[src/rtl/seg_data_driver.sv]
// Segment-data driver for a multiplexed 4-digit 7-segment display.
// Holds a double-buffered display value: writes land in a pending buffer
// and are copied to the shown buffer at a frame boundary (or on the next
// cycle when FRAME_COMMIT=0), so a digit never mixes old and new data.
//
// state | meaning
// IDLE  | no pending value, wr_ready=1, a write is captured into pending
// PEND  | pending value waiting for commit, wr_ready=0, writes ignored
module seg_data_driver #(
  parameter bit LZ_BLANK     = 1'b1,
  parameter bit SEG_ACT_LOW  = 1'b1,
  parameter bit FRAME_COMMIT = 1'b1
) (
  input  logic        clock,
  input  logic        rst,
  input  logic [2:0]  sel,
  input  logic        wr_en,
  input  logic [15:0] wr_data,
  input  logic [3:0]  wr_dp,
  output logic        wr_ready,
  output logic [7:0]  seg,
  output logic        frame
);

  localparam logic [7:0] SEG_OFF = SEG_ACT_LOW ? 8'hFF : 8'h00;

  typedef enum logic {IDLE = 1'b0, PEND = 1'b1} state_t;

  state_t      state;
  logic [15:0] shown_val;
  logic [15:0] pend_val;
  logic [3:0]  shown_dp;
  logic [3:0]  pend_dp;
  logic [2:0]  sel_q;
  logic        boundary;
  logic [1:0]  digit;
  logic [3:0]  nib;
  logic        lead_zero;
  logic [6:0]  glyph;
  logic [7:0]  seg_lit;
  logic [7:0]  seg_next;

  // A frame ends when the scanner enters select 0 from any other select.
  assign boundary = (sel == 3'd0) && (sel_q != 3'd0);
  assign digit    = ~sel[1:0];

  // Pick the active nibble and flag it if it and every higher nibble are zero.
  always_comb begin
    nib       = shown_val[3:0];
    lead_zero = 1'b0;
    case (digit)
      2'd3: begin
        nib       = shown_val[15:12];
        lead_zero = (shown_val[15:12] == 4'h0);
      end
      2'd2: begin
        nib       = shown_val[11:8];
        lead_zero = (shown_val[15:8] == 8'h00);
      end
      2'd1: begin
        nib       = shown_val[7:4];
        lead_zero = (shown_val[15:4] == 12'h000);
      end
      default: begin
        nib       = shown_val[3:0];
        lead_zero = 1'b0;
      end
    endcase
  end

  // Hex to segments, active-high, bit order {g,f,e,d,c,b,a}.
  always_comb begin
    glyph = 7'h00;
    case (nib)
      4'h0: glyph = 7'h3F;
      4'h1: glyph = 7'h06;
      4'h2: glyph = 7'h5B;
      4'h3: glyph = 7'h4F;
      4'h4: glyph = 7'h66;
      4'h5: glyph = 7'h6D;
      4'h6: glyph = 7'h7D;
      4'h7: glyph = 7'h07;
      4'h8: glyph = 7'h7F;
      4'h9: glyph = 7'h6F;
      4'hA: glyph = 7'h77;
      4'hB: glyph = 7'h7C;
      4'hC: glyph = 7'h39;
      4'hD: glyph = 7'h5E;
      4'hE: glyph = 7'h79;
      default: glyph = 7'h71;
    endcase
  end

  // Blank inactive selects and leading zeros (a set dp keeps the digit lit); polarity last.
  always_comb begin
    seg_lit = 8'h00;
    if (sel[2] && !(LZ_BLANK && lead_zero && !shown_dp[digit])) begin
      seg_lit = {shown_dp[digit], glyph};
    end
    seg_next = SEG_ACT_LOW ? ~seg_lit : seg_lit;
  end

  // Write handshake: capture into pending, then commit to the shown buffer.
  always_ff @(posedge clock or posedge rst) begin
    if (rst) begin
      state     <= IDLE;
      wr_ready  <= 1'b1;
      pend_val  <= 16'h0000;
      pend_dp   <= 4'h0;
      shown_val <= 16'h0000;
      shown_dp  <= 4'h0;
    end else if (state == IDLE) begin
      if (wr_en) begin
        pend_val <= wr_data;
        pend_dp  <= wr_dp;
        state    <= PEND;
        wr_ready <= 1'b0;
      end
    end else begin
      if (!FRAME_COMMIT || boundary) begin
        shown_val <= pend_val;
        shown_dp  <= pend_dp;
        state     <= IDLE;
        wr_ready  <= 1'b1;
      end
    end
  end

  // Register the segment bus, the previous select and the frame pulse.
  always_ff @(posedge clock or posedge rst) begin
    if (rst) begin
      seg   <= SEG_OFF;
      sel_q <= 3'd0;
      frame <= 1'b0;
    end else begin
      seg   <= seg_next;
      sel_q <= sel;
      frame <= boundary;
    end
  end

endmodule

[config.mk]
export PLATFORM = sky130hd
export DESIGN_NAME = seg_data_driver
export DESIGN_NICKNAME = d
export VERILOG_FILES = /design/src/rtl/seg_data_driver.sv
export SDC_FILE = /design/constraint.sdc
export NUM_CORES = 1
export LEC_CHECK = 0
export ABC_CLOCK_PERIOD_IN_PS = 1600
export BUFFER_PORTS_ARGS = -buffer_cell sky130_fd_sc_hd__clkbuf_2
export CORE_AREA = 2 2 73 75
export DETAILED_ROUTE_END_ITERATION = 8
export DIE_AREA = 0 0 75 77
export PLACE_DENSITY = 0.72
export SLEW_MARGIN = 20
export SYNTH_ARGS = -nofsm -noshare
export SYNTH_HDL_FRONTEND = slang
export SYNTH_SLANG_ARGS = --single-unit
[constraint.sdc]
create_clock -name clock -period 1.6 [get_ports clock]
set_input_delay 0.16 -clock clock [delete_from_list [all_inputs] [get_ports clock]]
set_output_delay 0.16 -clock clock [all_outputs]
set_load 0.01 [all_outputs]
==> results.txt, run 1 <==
----------------------------------------------------
[Status]
  Outcome ... complete, but fails checks
  Violated checks ... setup timing

[STA]
  Worst Max-Slew Pin Slew ... 0.5015 ns
  Crit path time final ... 1.759 ns
  Setup repair after global routing missed its margin ... true
  Number of slew-limit violations in the final report ... 0
  Worst Slack Setup Final ... -0.1585 ns
  Maximum clock skew at final layout ... 0.01241 ns
  Final worst-path cycle share ... 109.9%
  Max-slew headroom at the worst pin ... 66.52%
  Final Hold Vio Count ... 0
  Total Negative Setup Slacks ... -0.7660 ns
  Number of failing setup endpoints in the final timing report ... 7
  Highest attainable clock frequency ... 568.7 MHz

[Finish]
  Layout cells sized above 1 ... 62.22%
  Reg area ... 1363 µm²
  Total area of multi-input combinational cells ... 1067 µm²
  NumNets Final ... 256
  Post-Layout Inst Area ... 3063 µm²
  Fill cells ... 385
  Area grow syn2layout ... 27.70%
  Antenna fix cells ... 0

[Pwr]
  Cell area power density ... 1735 nW/µm²
  VDD IR max ... 748.3 µV
  Standby leakage power ... 1.347 nW

[Placement]
  HPWL after detailed placement ... 3558 µm
  Routability Congestion ... 0.8134
  Buffers on Ports ... 35
  Placed cell areas ... 2788 µm²

[Yosys]
  Cell variety after synth ... 31
  Post-synth ARST share ... 100.0%
  Post-synth EDFFs ... 0
  Synth top area share ... 46.95%
  Yosys warning count ... 0
  Netlist area before placement ... 2399 µm²
  Main area contributors after synthesis ... sky130_fd_sc_hd__dfrtp_1 47%, sky130_fd_sc_hd__mux2_2 20%, sky130_fd_sc_hd__dfstp_2 9.9%
  Post-Synthesis Cells ... 161
  Cell taking the most area after synthesis ... sky130_fd_sc_hd__dfrtp_1
  Syn_nets ... 193
  Sequential share of the synthesized area ... 56.81%
  Seq cells post-synth ... 54
  Synthesized area divided by synthesized cell count ... 14.90 µm²
  Most used DFF post-synth ... sky130_fd_sc_hd__dfrtp_1

[Drt]
  Wire length per cell ... 16.67 µm
  Iteration count of the initial detailed-routing pass ... 4
  Overall via count from detail_route ... 1559
  Wirelength, routed ... 4917 µm
  Drt initial violations ... 93
  Total DRC errors in the routed layout ... 0
  Vias per cell ... 5.285
  Post-DRT Antenna Nets ... 0

[Setup path]
  Buf+Inv Stages, Crit Path ... 0
  WS Path Type ... register to register
  Endpoint required time on the critical path ... 1.83 ns
  Kind of capture point of the worst setup path ... register
  Data arrival time of the critical path ... 1.98 ns
  Crit-path max FO ... 5
  Kind of launch point of the worst setup path ... register
  Worst path cell trace ... mux4_2, ha_4, mux2_4, nand2_2, o211ai_1
  Slowest cell on crit path ... sky130_fd_sc_hd__mux4_2
  Crit-path leading delay family ... multiplexers
  Critical path's largest stage delay ... 0.61 ns

[Job]
  Max-capacitance violation count ... 0

[GRT]
  Total global routing track utilization ... 18.36%
  Initial antenna violation count ... 0
  First-pass GRT wire length ... 7955 µm
  Pin count of the biggest net entering global routing ... 25
  Via count of the first global-routing pass ... 1681
  Grt ovf ... 0

[Clock network]
  CTS H-tree lvls ... 2
  Root buffer cell ... sky130_fd_sc_hd__clkbuf_8
  Clock tree from TritonCTS ... done
  Number of sinks on the clock net ... 54
  Latest clock arrival within the worst-skew pair ... 0.31 ns
  Clock buffers created by TritonCTS ... 5
  Clock transition at the register clock pins on the worst setup and hold paths after CTS ... 0.10 ns
  Maximum buffer depth of the clock tree ... 2

[Floorplan]
  Die area ... 5775 µm²
  Chip width ... 75 µm
  Total number of placement rows ... 26
  Starting density of the core ... 48.19%
  Core outline area ... 4977 µm²
  Die Ht ... 77 µm
  I/O pin count ... 36

[Worst hold path]
  Class of the worst hold path ... input port to register

----------------------------------------------------
## cells in the mapped netlist (2+ instances only)
library cell,instances
sky130_fd_sc_hd__mux4_1,4
sky130_fd_sc_hd__mux2_2,42
sky130_fd_sc_hd__mux4_2,2
sky130_fd_sc_hd__dfrtp_1,45
sky130_fd_sc_hd__o221ai_1,3
sky130_fd_sc_hd__mux2i_1,4
sky130_fd_sc_hd__nand3_1,2
sky130_fd_sc_hd__buf_2,4
sky130_fd_sc_hd__o211ai_1,3
sky130_fd_sc_hd__xor2_1,4
sky130_fd_sc_hd__nor4_1,2
sky130_fd_sc_hd__dfstp_2,9
sky130_fd_sc_hd__nand2_1,6
sky130_fd_sc_hd__o21ai_0,3
sky130_fd_sc_hd__nor3_1,2
sky130_fd_sc_hd__o21a_1,2
sky130_fd_sc_hd__ha_1,6
sky130_fd_sc_hd__inv_1,5
## through the flow
| stage | hold slack [ns] | instances | utilization, % | setup WS [ns] | power, mW |
|---|---|---|---|---|---|
| finish | 0.01743 | 295 | 61.54 | -0.1585 | 5.314 |
| global route | 0.0006865 | 295 | 61.54 | -0.1910 | 5.643 |
| CTS | 0.008739 | 292 | 59.70 | -0.07588 | 5.022 |
| detailed placement | 0.2016 | 280 | 56.01 | -0.1072 | 4.023 |
| global placement | 0.1861 | 280 | 56.01 | -0.05934 | 3.890 |
| floorplan | 0.1914 | 161 | - | 0.009529 | 3.320 |
## registers in the layout, summed over array words and instances (netlist names)
register   flops
wr_ready       1
pend_dp        4
state          1
shown_dp       4
frame          1
seg            8
shown_val     16
pend_val      16
sel_q          3
## worst paths after layout
| kind | start | endpoint | slack (ns) | cells past startpoint |
|---|---|---|---|---|
| hold reg to reg | wr_ready | wr_ready | 0.47 | 2 |
| setup / recovery | shown_val[1] | seg[3] | -0.16 | 5 |
| hold / removal | sel[2] | sel_q[2] | 0.02 | 1 |
| min in group asynchronous | rst | sel_q[2] | 0.40 | 3 |
| setup reg to reg | shown_val[1] | seg[3] | -0.16 | 5 |
| max in group asynchronous | rst | shown_val[2] | 0.69 | 4 |
## logic make-up (layout without fill, tap and decap cells)
kind of cell	count (synthesis)	after routing	share of synthesized area [%]
xor+xnor	4	4	1.460
flops	54	54	56.81
simple gates	18	18	4.069
mux	52	52	27.65
fa+ha+maj	6	6	3.130
compound gates	15	15	4.486
buf+inv	12	76	2.399
## placed cells by master (no fill, tap or decap), types with 3 or more instances in the layout
master	count
sky130_fd_sc_hd__buf_4	23
sky130_fd_sc_hd__clkbuf_2	35
sky130_fd_sc_hd__clkbuf_8	6
sky130_fd_sc_hd__dfrtp_1	45
sky130_fd_sc_hd__dfstp_2	9
sky130_fd_sc_hd__ha_4	5
sky130_fd_sc_hd__mux2_2	41
sky130_fd_sc_hd__mux2i_1	3
sky130_fd_sc_hd__mux4_2	4
sky130_fd_sc_hd__nand2_1	4
sky130_fd_sc_hd__o211ai_1	3
sky130_fd_sc_hd__xor2_1	4
## layer usage
metal / up-vias / routed length [µm] / track usage [%]
li1: 709 / - / -
met1: 790 / 1933 / 22.64
met2: 46 / 2575 / 30.44
met3: 14 / 252 / 4.205
met4: 0 / 155 / 7.500
met5: - / 0 / 0
## timing repair
action | in CTS | in global routing
hold buffers | 1 | 0
setup buffers | 3 | 3
endpoints found under the hold margin | 12 | 0
setup endpoints to repair | 7 | 7
gates resized for setup | 12 | 11
pin swaps | 7 | 8
## cell type report
cell class / count / area share [%]
tap: 70 / 2.859
clock buffer: 6 / 2.696
timing repair buffer: 63 / 13.73
inverter: 5 / 0.8578
clock inverter: 2 / 0.5310
sequential: 54 / 44.49
multi-input combinational: 95 / 34.84
## power by group
group	switching, mW	internal, mW
Clock	0.456	0.357
Sequential	0.294	1.93
Combinational	0.995	1.29
No activity file was read; power rests on OpenSTA's default activity.
==> run 2: changes to the inputs <==
- ABC_CLOCK_PERIOD_IN_PS: 1600 -> 1650
- CORE_AREA: 2 2 73 75 -> 2 2 70 72
- DIE_AREA: 0 0 75 77 -> 0 0 72 74
- PLACE_DENSITY: 0.72 -> 0.75
- clock period: 1.6 -> 1.65 ns (I/O delays scaled with it)
==> results.txt, run 2 (synthesis results as in run 1) <==
----------------------------------------------------
[Floorplan]
  Core outline area ... 4598 µm²
  Die Ht ... 74 µm
  Die area ... 5328 µm²
  Starting density of the core ... 52.16%
  Total number of placement rows ... 25
  Chip width ... 72 µm
  I/O pin count ... 36

[Drt]
  Iteration count of the initial detailed-routing pass ... 4
  Vias per cell ... 5.433
  Post-DRT Antenna Nets ... 0
  Drt initial violations ... 97
  Total DRC errors in the routed layout ... 0
  Overall via count from detail_route ... 1505
  Wirelength, routed ... 4541 µm
  Wire length per cell ... 16.39 µm

[Job]
  Max-capacitance violation count ... 0

[Finish]
  Fill cells ... 353
  NumNets Final ... 254
  Leading cell types in the layout, fill and taps excluded ... 45 x sky130_fd_sc_hd__dfrtp_1, 42 x sky130_fd_sc_hd__mux2_2, 35 x sky130_fd_sc_hd__clkbuf_2
  Final core utilization ... 65.31%
  Area grow syn2layout ... 25.20%
  Total area of multi-input combinational cells ... 1026 µm²
  Reg area ... 1363 µm²
  Layout cells sized above 1 ... 60.09%
  Leading cell type in the layout, fill and taps excluded ... sky130_fd_sc_hd__dfrtp_1
  Post-Layout Inst Area ... 3003 µm²
  Registers with the most flip-flops ... pend_val: 16 flops, shown_val: 16 flops, seg: 8 flops
  Antenna fix cells ... 0

[Pwr]
  Final Total Pwr ... 5.158 mW
  Cell area power density ... 1718 nW/µm²
  Power Internal ... 3.614 mW
  Comb power frac ... 37.9%
  Net switching component of the power ... 1.544 mW
  Clock share of power ... 20.4%
  Proportion of power drawn by flip-flops and latches ... 41.7%
  VDD IR max ... 774.5 µV
  Switching power share of the total ... 29.94%
  Standby leakage power ... 1.344 nW

[Worst hold path]
  Class of the worst hold path ... input port to register
  Hold Crit Depth ... 1

[STA]
  Number of failing setup endpoints in the final timing report ... 4
  Final Hold Vio Count ... 0
  Final worst-path cycle share ... 102.8%
  Worst Slack Setup Final ... -0.04594 ns
  Worst Max-Slew Pin Slew ... 0.5550 ns
  Final worst hold slack ... 0.03188 ns
  Total Negative Setup Slacks ... -0.1173 ns
  Number of slew-limit violations in the final report ... 0
  Highest attainable clock frequency ... 589.6 MHz
  Maximum clock skew at final layout ... 0.004615 ns
  Setup repair after global routing missed its margin ... true
  Max-slew headroom at the worst pin ... 62.95%
  Crit path time final ... 1.696 ns

[Setup path]
  WS Path Type ... register to register
  Critical path's largest stage delay ... 0.56 ns
  Kind of capture point of the worst setup path ... register
  Endpoint required time on the critical path ... 1.86 ns
  Kind of launch point of the worst setup path ... register
  Data arrival time of the critical path ... 1.91 ns
  Worst path cell trace ... mux4_2, ha_2, mux2_2, nand2_1, o211ai_1
  Worst r2r path cells ... 5
  Crit-path max FO ... 4
  Slowest cell on crit path ... sky130_fd_sc_hd__mux4_2

[Placement]
  Buffers on Ports ... 35
  HPWL after detailed placement ... 3404 µm
  Placed cell areas ... 2745 µm²
  Routability Congestion ... 0.8455

[GRT]
  Via count of the first global-routing pass ... 1601
  Total global routing track utilization ... 19.18%
  Grt ovf ... 0
  First-pass GRT wire length ... 7665 µm
  Pin count of the biggest net entering global routing ... 27
  Initial antenna violation count ... 0

[Clock network]
  Number of sinks on the clock net ... 54
  Clock buffers created by TritonCTS ... 5
  Latest clock arrival within the worst-skew pair ... 0.30 ns
  Clock tree from TritonCTS ... done
  Clock transition at the register clock pins on the worst setup and hold paths after CTS ... 0.09 ns
  Maximum buffer depth of the clock tree ... 2
  Root buffer cell ... sky130_fd_sc_hd__clkbuf_8
  CTS H-tree lvls ... 2

[Status]
  Outcome ... complete, but fails checks
  Violated checks ... setup timing

----------------------------------------------------
## run 2: power by group through the flow
stage / registers, mW / clock network [mW] / logic (mW)
6_report: 2.15 / 1.05 / 1.96
5_1_grt: 2.22 / 1.13 / 2.12
4_1_cts: 2.15 / 1.08 / 1.87
3_5_place_dp: 2.18 / 0 / 1.68
3_3_place_gp: 2.16 / 0 / 1.61
2_1_floorplan: 2.16 / 0 / 1.06
## run 2: worst paths after layout
kind                                end  slack (ns)         start
min in group asynchronous  shown_val[9]        0.44           rst
min reg2reg                    wr_ready        0.47      wr_ready
max reg2reg                      seg[3]       -0.05  shown_val[5]
max                              seg[3]       -0.05  shown_val[5]
max in group asynchronous   shown_dp[2]        0.66           rst
min                            sel_q[2]        0.03        sel[2]
## run 2: per-layer routing
| metal | part of all wire [%] | vias up | global-route usage (%) | routed length, µm |
|---|---|---|---|---|
| met5 | 0 | - | 0 | 0 |
| met4 | 2.6 | 0 | 8.176 | 116 |
| met3 | 3.7 | 11 | 4.201 | 167 |
| met2 | 52 | 38 | 33.23 | 2365 |
| met1 | 42 | 748 | 23.44 | 1892 |
| li1 | - | 708 | - | - |
## run 2: layout make-up
| type | instances | area share, % |
|---|---|---|
| Tap cell | 54 | 2.250 |
| Inverter | 5 | 0.7917 |
| Timing Repair Buffer | 61 | 12.67 |
| Clock inverter | 2 | 2.000 |
| Sequential cell | 54 | 45.38 |
| Clock buffer | 6 | 2.750 |
| Multi-Input combinational cell | 95 | 34.17 |
## run 2: timing repair
action | CTS | global route
cloned | 0 | 0
endpoints found under the setup margin | 7 | 7
pin swaps | 8 | 6
setup buffers | 3 | 2
endpoints found under the hold margin | 14 | 0
gates resized for setup | 14 | 2
hold buffers | 1 | 0
## run 2: through the flow
step / setup WS, ns / cells
after floorplan: 0.03287 / 161
after global placement: -0.01666 / 263
after detailed placement: -0.05749 / 263
after CTS: -0.01955 / 275
after global routing: -0.1081 / 277
final: -0.04594 / 277
## run 2: worst max-delay path, delay by kind of cell, from the launching register on
kind                       cells  cell delay, ns
and+or+nand+nor                1            0.06
muxes                          2            0.81
adders and majority gates      1            0.22
DFF                            1            0.40
AOI/OAI and AO/OA              1            0.11
